<file path="src/rtl/sum4b_seq_ctrl.sv">
// sum4b_seq_ctrl
//   Runs a WIDTH-bit add or subtract through one shared external 4-bit
//   ripple adder (sum4b). Each operation takes one nibble per cycle, LSB
//   first. The carry between nibbles is held in a register here. The
//   result stays on Sum/Cout/Ovf until the next accepted start.
//
// Ports
//   clk, rst_n        clock (rising edge), asynchronous active-low reset
//   start             request; only sampled while idle
//   sub               0: A+B+Ci   1: A-B (A + ~B + 1, Ci ignored)
//   A, B, Ci          operands and add carry-in, sampled with start
//   busy              high while running and during the done cycle
//   done              one-cycle pulse, result valid
//   Sum, Cout, Ovf    result, final carry (sub: 1 = no borrow), signed overflow
//   add_A/B/Ci        to the external sum4b (all zero when not running)
//   add_Sum/Cout      from the external sum4b
module sum4b_seq_ctrl #(
  parameter int unsigned WIDTH = 16
) (
  input  logic             clk,
  input  logic             rst_n,
  input  logic             start,
  input  logic             sub,
  input  logic [WIDTH-1:0] A,
  input  logic [WIDTH-1:0] B,
  input  logic             Ci,
  output logic             busy,
  output logic             done,
  output logic [WIDTH-1:0] Sum,
  output logic             Cout,
  output logic             Ovf,
  output logic [3:0]       add_A,
  output logic [3:0]       add_B,
  output logic             add_Ci,
  input  logic [3:0]       add_Sum,
  input  logic             add_Cout
);

  localparam int unsigned NIB  = WIDTH / 4;
  localparam int unsigned IDXW = (NIB > 1) ? $clog2(NIB) : 1;
  localparam logic [IDXW-1:0] LAST = IDXW'(NIB - 1);

  typedef enum logic [1:0] {
    S_IDLE = 2'd0,
    S_RUN  = 2'd1,
    S_DONE = 2'd2
  } state_t;

  state_t            state_q, state_d;
  logic [WIDTH-1:0]  opa_q, opa_d;
  logic [WIDTH-1:0]  opb_q, opb_d;
  logic              carry_q, carry_d;
  logic [IDXW-1:0]   idx_q, idx_d;
  logic [WIDTH-1:0]  sum_q, sum_d;
  logic              cout_q, cout_d;
  logic              ovf_q, ovf_d;

  // Nibble base bit index (4*idx) built by concatenation to keep widths exact.
  logic [IDXW+1:0]   base;
  assign base = {idx_q, 2'b00};

  always_ff @(posedge clk or negedge rst_n) begin
    if (!rst_n) begin
      state_q <= S_IDLE;
      opa_q   <= '0;
      opb_q   <= '0;
      carry_q <= 1'b0;
      idx_q   <= '0;
      sum_q   <= '0;
      cout_q  <= 1'b0;
      ovf_q   <= 1'b0;
    end else begin
      state_q <= state_d;
      opa_q   <= opa_d;
      opb_q   <= opb_d;
      carry_q <= carry_d;
      idx_q   <= idx_d;
      sum_q   <= sum_d;
      cout_q  <= cout_d;
      ovf_q   <= ovf_d;
    end
  end

  always_comb begin
    state_d = state_q;
    opa_d   = opa_q;
    opb_d   = opb_q;
    carry_d = carry_q;
    idx_d   = idx_q;
    sum_d   = sum_q;
    cout_d  = cout_q;
    ovf_d   = ovf_q;
    busy    = 1'b0;
    done    = 1'b0;
    add_A   = '0;
    add_B   = '0;
    add_Ci  = 1'b0;

    case (state_q)
      S_IDLE: begin
        if (start) begin
          // Subtraction is A + ~B + 1: invert B once at capture, seed carry with 1.
          opa_d   = A;
          opb_d   = sub ? ~B : B;
          carry_d = sub ? 1'b1 : Ci;
          idx_d   = '0;
          state_d = S_RUN;
        end
      end

      S_RUN: begin
        busy   = 1'b1;
        add_A  = opa_q[base +: 4];
        add_B  = opb_q[base +: 4];
        add_Ci = carry_q;
        sum_d[base +: 4] = add_Sum;
        carry_d = add_Cout;
        idx_d   = idx_q + IDXW'(1);
        if (idx_q == LAST) begin
          cout_d  = add_Cout;
          // Overflow: like-signed operands (B already inverted for sub) give an unlike-signed result.
          ovf_d   = (opa_q[WIDTH-1] == opb_q[WIDTH-1]) && (add_Sum[3] != opa_q[WIDTH-1]);
          idx_d   = '0;
          state_d = S_DONE;
        end
      end

      S_DONE: begin
        busy    = 1'b1;
        done    = 1'b1;
        state_d = S_IDLE;
      end

      default: state_d = S_IDLE;
    endcase
  end

  assign Sum  = sum_q;
  assign Cout = cout_q;
  assign Ovf  = ovf_q;

endmodule

</file>
<file path="config.mk">
export PLATFORM = sky130hd
export DESIGN_NAME = sum4b_seq_ctrl
export DESIGN_NICKNAME = d
export VERILOG_FILES = /design/src/rtl/sum4b_seq_ctrl.sv
export SDC_FILE = /design/constraint.sdc
export NUM_CORES = 1
export LEC_CHECK = 0
export ABC_CLOCK_PERIOD_IN_PS = 2600
export CAP_MARGIN = 5
export CORE_MARGIN = 3
export CORE_UTILIZATION = 50
export CTS_BUF_LIST = sky130_fd_sc_hd__clkbuf_8
export CTS_CLUSTER_DIAMETER = 120
export DETAILED_ROUTE_END_ITERATION = 10
export PLACE_DENSITY = 0.87
export SYNTH_ARGS = -nofsm -noshare
export SYNTH_HDL_FRONTEND = slang
export SYNTH_SLANG_ARGS = --single-unit
</file>
<file path="constraint.sdc">
create_clock -name clk -period 2.6 [get_ports clk]
set_clock_uncertainty 0.15 [all_clocks]
set_input_delay 0.52 -clock clk [delete_from_list [all_inputs] [get_ports clk]]
set_output_delay 0.52 -clock clk [all_outputs]
set_load 0.05 [all_outputs]
</file>
==> results of run 1 <==
[how the worst max path moves through the flow]
| stage | end | from | slack (ps) |
|---|---|---|---|
| 6_report | busy | state_q[0] | 60 |
| 5_1_grt | add_B[1] | idx_q[0] | 0.09 |
| 4_1_cts | busy | state_q[0] | 40 |
| 3_3_place_gp | add_B[0] | idx_q[0] | 290 |
| 2_1_floorplan | add_A[0] | idx_q[0] | 480 |
| 3_5_place_dp | add_B[3] | idx_q[0] | 250 |
[critical path, delay by kind of cell (launching register included)]
family | cells | cell delay [ps]
flip-flops | 1 | 390
buffers and inverters | 2 | 890
adder cells (fa/ha/maj) | 1 | 280
[final cells by class]
cell class,instances,area share [%]
Clock buffer,6,2.32
Clock inverter,2,0.985
Inverter,7,0.739
Multi-Input combinational cell,149,33.6
Sequential cell,55,38.7
Tap cell,67,2.36
Timing Repair Buffer,76,21.2
[power breakdown]
part | internal, mW | switching, mW
Combinational | 1.00 | 1.38
Sequential | 1.23 | 0.261
Clock | 0.312 | 0.268
Total | 2.55 | 1.90
[stage by stage]
stage	utilization, %	total power [mW]	hold WS [ps]	worst slack (ps)	cell area [um2]
detailed placement	69.6	3.90	315	253	3440
CTS	72.0	4.49	84.3	44.7	3560
finish	72.0	4.45	70.5	60.3	3560
global placement	69.6	3.81	302	285	3440
global route	72.0	4.75	109	0.0899	3560
floorplan	-	3.18	74.4	478	2670
[cells by family after synthesis]
group | after synthesis | share of synthesized area [%]
compound gates | 43 | 10.5
xor+xnor | 16 | 5.24
fa+ha+maj | 9 | 4.21
buf+inv | 19 | 3.79
flops | 55 | 51.5
mux | 25 | 14.6
simple gates | 56 | 10.2
[layer usage]
| metal | GRT usage [%] | vias to the layer above | routed length [um] |
|---|---|---|---|
| li1 | - | 925 | - |
| met1 | 23.6 | 938 | 2300 |
| met2 | 33.7 | 69 | 2780 |
| met3 | 5.90 | 6 | 341 |
| met4 | 8.25 | 0 | 76 |
| met5 | 0 | - | 0 |
[placed cells by master (no fill, tap or decap), types with 2 or more instances in the layout]
| cell type | count |
|---|---|
| o21ai_0 | 23 |
| clkdlybuf4s50_1 | 60 |
| mux4_2 | 3 |
| a22o_1 | 9 |
| nor3_1 | 2 |
| buf_4 | 12 |
| nor2_1 | 4 |
| nand2_1 | 31 |
| nand2b_1 | 4 |
| and2_1 | 9 |
| mux2_2 | 17 |
| dfrtp_1 | 54 |
| clkbuf_8 | 6 |
| a21oi_1 | 5 |
| mux4_1 | 5 |
| ha_1 | 9 |
| a32o_1 | 5 |
| inv_1 | 7 |
| buf_12 | 3 |
| xnor2_1 | 16 |
[registers in the layout, indices dropped and copies added (netlist names)]
register,flops
Cout,1
opa_q,16
carry_q,1
state_q,2
opb_q,16
idx_q,2
Ovf,1
Sum,16
[what timing repair did]
| item | CTS | global route |
|---|---|---|
| setup endpoints to repair | 8 | 0 |
| gates resized for setup | 1 | 0 |
| buffers inserted | 0 | 0 |
| hold buffers | 0 | 0 |
==> results.py, run 1 <==
metrics = {
    "yosys": {
        "synth_area_um2": 2670,
        "syn_area_per_cell_um2": 12.0,
        "synthCells": 223,
        "syn_nets": 274,
        "synth-seq-cells": 55,
        "synthTopCellsByCount": "dfrtp_1, nand2_1, o21ai_0",
        "ys_seq_area_share_pct": 51.5,
        "synth_top_area_share_pct": 51.5,
        "post-synth-top-area-cell": "dfrtp_1",
        "yosysWarnings": 0,
        "post-synth-top-count-cell": "dfrtp_1",
        "ys_types": 28,
        "synth_area_leaders": "dfrtp_1, mux2_2, xnor2_1",
        "synth_edf_count": 0,
        "ys.flop_type": "dfrtp_1",
        "synthArstFlopShare_pct": 100,
    },
    "placed_design": {
        "dp_hpwl_um": 4190,
        "gp_congestion": 0.831,
        "placed_cells_incl_taps": 354,
        "port_buffers": 70,
    },
    "sta": {
        "clock.fmax_mhz": 394,
        "max_slew_margin_pct": 57.1,
        "setup_viol": 0,
        "final_hold_viol_count": 0,
        "rsz0062_at_grt": "no",
        "fin_crit_sh_pct": 97.7,
        "finalSetupTns_ps": 0,
        "worst_slew_pin_slew_ps": 644,
        "report.final.slew_viol_count": 0,
        "period_needed_ps": 2540,
    },
    "cts": {
        "clk_latency_ps": 310,
        "cts.sinks": 55,
        "cts_buffers": 5,
        "root_buffer": "clkbuf_8",
        "path_clk_slew_ps": 90,
        "clockBufferDepth": 2,
        "tritoncts": "done",
        "cts-htree-levels": 2,
    },
    "route": {
        "dr.pass1.iters": 4,
        "totalWireLength_um": 5500,
        "wl_per_cell_um": 15.2,
        "route.detailed.drc": 0,
        "viasPerCell": 5.35,
        "vias": 1938,
        "drtAntennaViolNets": 0,
        "drtIter0Drc": 103,
    },
    "critical_path": {
        "max_stage_delay_ps": 800,
        "cp.arrival_ps": 1870,
        "rr_startpoint": "idx_q[0]",
        "slowest_stage": "clkdlybuf4s50_1",
        "worstRegToRegCells": 5,
        "worstPathMaxFanout": 3,
        "crit_chain": "inv_1 -> ha_1 -> clkdlybuf4s50_1",
        "cp.required_ps": 1930,
        "r2r-end": "Sum[3]",
        "critical_path_class": "reg2out",
        "critPathLaunchType": "register",
        "endpoint_kind": "output port",
        "rrSetupSlack_ps": 480,
    },
    "run_status": {
        "status": "completed",
    },
    "cells_and_area": {
        "fin_cells": 362,
        "multi_input_area_um2": 1200,
        "seq_area_um2": 1380,
        "n_antenna_cell": 0,
        "area_growth_pct": 33.0,
        "drive_above_1_share_pct": 15.9,
        "fin_nets": 345,
        "nFillCells": 402,
    },
    "global_routing": {
        "overflow": 0,
        "grt_max_degree": 49,
        "grtUsageTotal_pct": 19.9,
        "grt_pass1_wl_um": 9680,
        "grt_pass1_vias": 2062,
        "antenna_found_initial": 0,
    },
    "floorplanning": {
        "std_cell_rows": 25,
        "dieWidth_um": 79.1,
        "die_h_um": 79.1,
        "dieArea_um2": 6260,
        "io_pins": 71,
        "coreArea_um2": 4940,
        "initial_core_util_pct": 54.1,
    },
    "min_path": {
        "hold_path.class": "in2async",
    },
    "pwr": {
        "power.leakage_nw": 1.54,
        "ir_drop_uv": 596,
        "power_per_cell_area_nw_per_um2": 1250,
    },
    "run": {
        "drv_cap": 0,
    },
}
(Power assumes the default switching activity.)
==> inputs of run 2 (changes only) <==
--- a/config.mk
+++ b/config.mk
@@ -5,10 +5,13 @@
 export SDC_FILE = /design/constraint.sdc
 export NUM_CORES = 1
 export LEC_CHECK = 0
+export ABC_AREA = 1
 export ABC_CLOCK_PERIOD_IN_PS = 2600
 export CAP_MARGIN = 5
+export CELL_PAD_IN_SITES_DETAIL_PLACEMENT = 1
+export CELL_PAD_IN_SITES_GLOBAL_PLACEMENT = 2
 export CORE_MARGIN = 3
-export CORE_UTILIZATION = 50
+export CORE_UTILIZATION = 29
 export CTS_BUF_LIST = sky130_fd_sc_hd__clkbuf_8
 export CTS_CLUSTER_DIAMETER = 120
 export DETAILED_ROUTE_END_ITERATION = 10
==> results.py, run 2 <==
metrics = {
    "run_status": {
        "status": "completed",
    },
    "cts": {
        "cts_buffers": 5,
        "path_clk_slew_ps": 100,
        "cts-htree-levels": 2,
        "cts.sinks": 55,
        "clockBufferDepth": 2,
        "root_buffer": "clkbuf_8",
        "clk_latency_ps": 300,
        "tritoncts": "done",
        "cts_setup_buffers": 0,
        "cts.repair.resized": 0,
        "cts_hold_buffers": 0,
    },
    "placed_design": {
        "dp_hpwl_um": 5600,
        "placed_cells_incl_taps": 533,
        "port_buffers": 70,
        "gp_congestion": 0.762,
    },
    "route": {
        "route.detailed.drc": 0,
        "drtIter0Drc": 76,
        "vias": 2411,
        "dr.pass1.iters": 4,
        "totalWireLength_um": 7210,
        "viasPerCell": 4.46,
        "drtAntennaViolNets": 0,
        "wl_per_cell_um": 13.3,
    },
    "sta": {
        "setup_viol": 0,
        "period_needed_ps": 2490,
        "clock.fmax_mhz": 402,
        "finalSetupTns_ps": 0,
        "report.final.slew_viol_count": 0,
        "final_hold_viol_count": 0,
        "rsz0062_at_grt": "no",
        "worst_slew_pin_slew_ps": 633,
        "max_slew_margin_pct": 57.8,
        "fin_crit_sh_pct": 95.8,
        "holdWs_ps": 70.8,
    },
    "yosys": {
        "synth_top_area_share_pct": 49.4,
        "ys.flop_type": "dfrtp_1",
        "synthTopCellsByCount": "nand2_1, dfrtp_1, o21ai_0",
        "yosysWarnings": 0,
        "post-synth-top-area-cell": "dfrtp_1",
        "synth-seq-cells": 55,
        "synth_area_um2": 2790,
        "synthArstFlopShare_pct": 100,
        "post-synth-top-count-cell": "nand2_1",
        "syn_nets": 393,
        "ys_types": 20,
        "ys_seq_area_share_pct": 49.4,
        "synthCells": 342,
        "synth_edf_count": 0,
        "syn_area_per_cell_um2": 8.14,
        "synth_area_leaders": "dfrtp_1, nand2_1, o21ai_0",
    },
    "global_routing": {
        "overflow": 0,
        "grt_pass1_vias": 2608,
        "grtUsageTotal_pct": 14.1,
        "grt_max_degree": 35,
        "antenna_found_initial": 0,
        "grt_pass1_wl_um": 12600,
    },
    "pwr": {
        "ir_drop_uv": 361,
        "power_per_cell_area_nw_per_um2": 1200,
        "power.leakage_nw": 1.75,
        "finalPower_mw": 4.54,
    },
    "floorplanning": {
        "coreArea_um2": 9280,
        "initial_core_util_pct": 30.0,
        "dieWidth_um": 104,
        "io_pins": 71,
        "dieArea_um2": 10800,
        "std_cell_rows": 35,
        "die_h_um": 104,
    },
    "cells_and_area": {
        "fin_nets": 462,
        "drive_above_1_share_pct": 7.28,
        "final_util_pct": 40.9,
        "n_antenna_cell": 0,
        "nFillCells": 1135,
        "area_growth_pct": 36.3,
        "final_common_cell": "nand2_1",
        "fin_cells": 541,
        "mostFrequentLayoutCells": "nand2_1, clkdlybuf4s50_1, dfrtp_1, o21ai_0, inv_1",
    },
    "critical_path": {
        "endpoint_kind": "output port",
        "cp.required_ps": 1930,
        "slowest_stage": "clkdlybuf4s50_1",
        "worstPathMaxFanout": 3,
        "crit_chain": "inv_1 -> ha_1 -> clkdlybuf4s50_1",
        "max_stage_delay_ps": 790,
        "critical_path_class": "reg2out",
        "critPathLaunchType": "register",
        "cp.arrival_ps": 1820,
    },
    "run": {
        "drv_cap": 0,
    },
    "min_path": {
        "hold_path.class": "in2async",
    },
}
## run 2: cell count changes in the layout (fill, tap and decap cells not counted), moves of 4 or more
cell,change
nand2_1,+73
inv_1,+34
nand3_1,+29
o21ai_0,+29
mux2_2,-17
a22o_1,-9
and2_1,-9
buf_12,+6
a32o_1,-5
buf_4,-5
mux4_1,-5
a21oi_1,+4
nand2b_1,-4
## run 2: worst max-delay path, delay by kind of cell (launching register included)
kind | cells | cell delay (ps)
fa+ha+maj | 1 | 270
buf+inv | 2 | 860
flops | 1 | 390
## run 2: report_power, final
part | internal [mW] | total, mW | switching [mW]
combinational | 0.885 | 2.54 | 1.65
clock | 0.288 | 0.566 | 0.279
sequential | 1.24 | 1.43 | 0.193
total | 2.41 | 4.54 | 2.12
## run 2: worst paths after layout
path	startpoint	end	slack [ps]	depth (start not counted)
max	state_q[0]	busy	110	3
min	rst_n	state_q[1]	70	1
max reg2reg	idx_q[1]	Sum[8]	720	4
min reg2reg	opb_q[10]	opb_q[10]	340	2
max in group asynchronous	rst_n	idx_q[0]	1640	2
min in group clk	opb_q[10]	opb_q[10]	340	2
## run 2: cells by family after synthesis
logic type      share of synthesized area (%)
xor+xnor                                 5.03
simple gates                             20.9
flops                                    49.4
fa+ha+maj                                4.04
compound gates                           11.2
buf+inv                                  9.39
## run 2: layout make-up
type / instances / area (um2) / share of cell area (%)
Clock inverter: 3 / 42.5 / 1.12
Multi-Input combinational cell: 229 / 1150 / 30.2
Sequential cell: 55 / 1380 / 36.3
Clock buffer: 5 / 68.8 / 1.81
Timing Repair Buffer: 77 / 838 / 22.1
Inverter: 43 / 161 / 4.25
Tap cell: 129 / 161 / 4.25
## run 2: metrics by stage
stage	setup slack (ps)	instance area (um2)
after floorplan	281	2790
after CTS	73.8	3800
after global placement	448	3680
final	110	3800
after detailed placement	429	3680
after global routing	15.8	3800
## run 2: per-layer routing
metal  GRT usage (%)  part of all wire, %  vias up  wire (um)
met5               0                    0        -          0
met1            17.1                   44     1162       3190
met4            3.13                 0.51        0         37
met3            2.73                  3.6        2        260
li1                -                    -     1207          -
met2            25.7                   52       40       3730
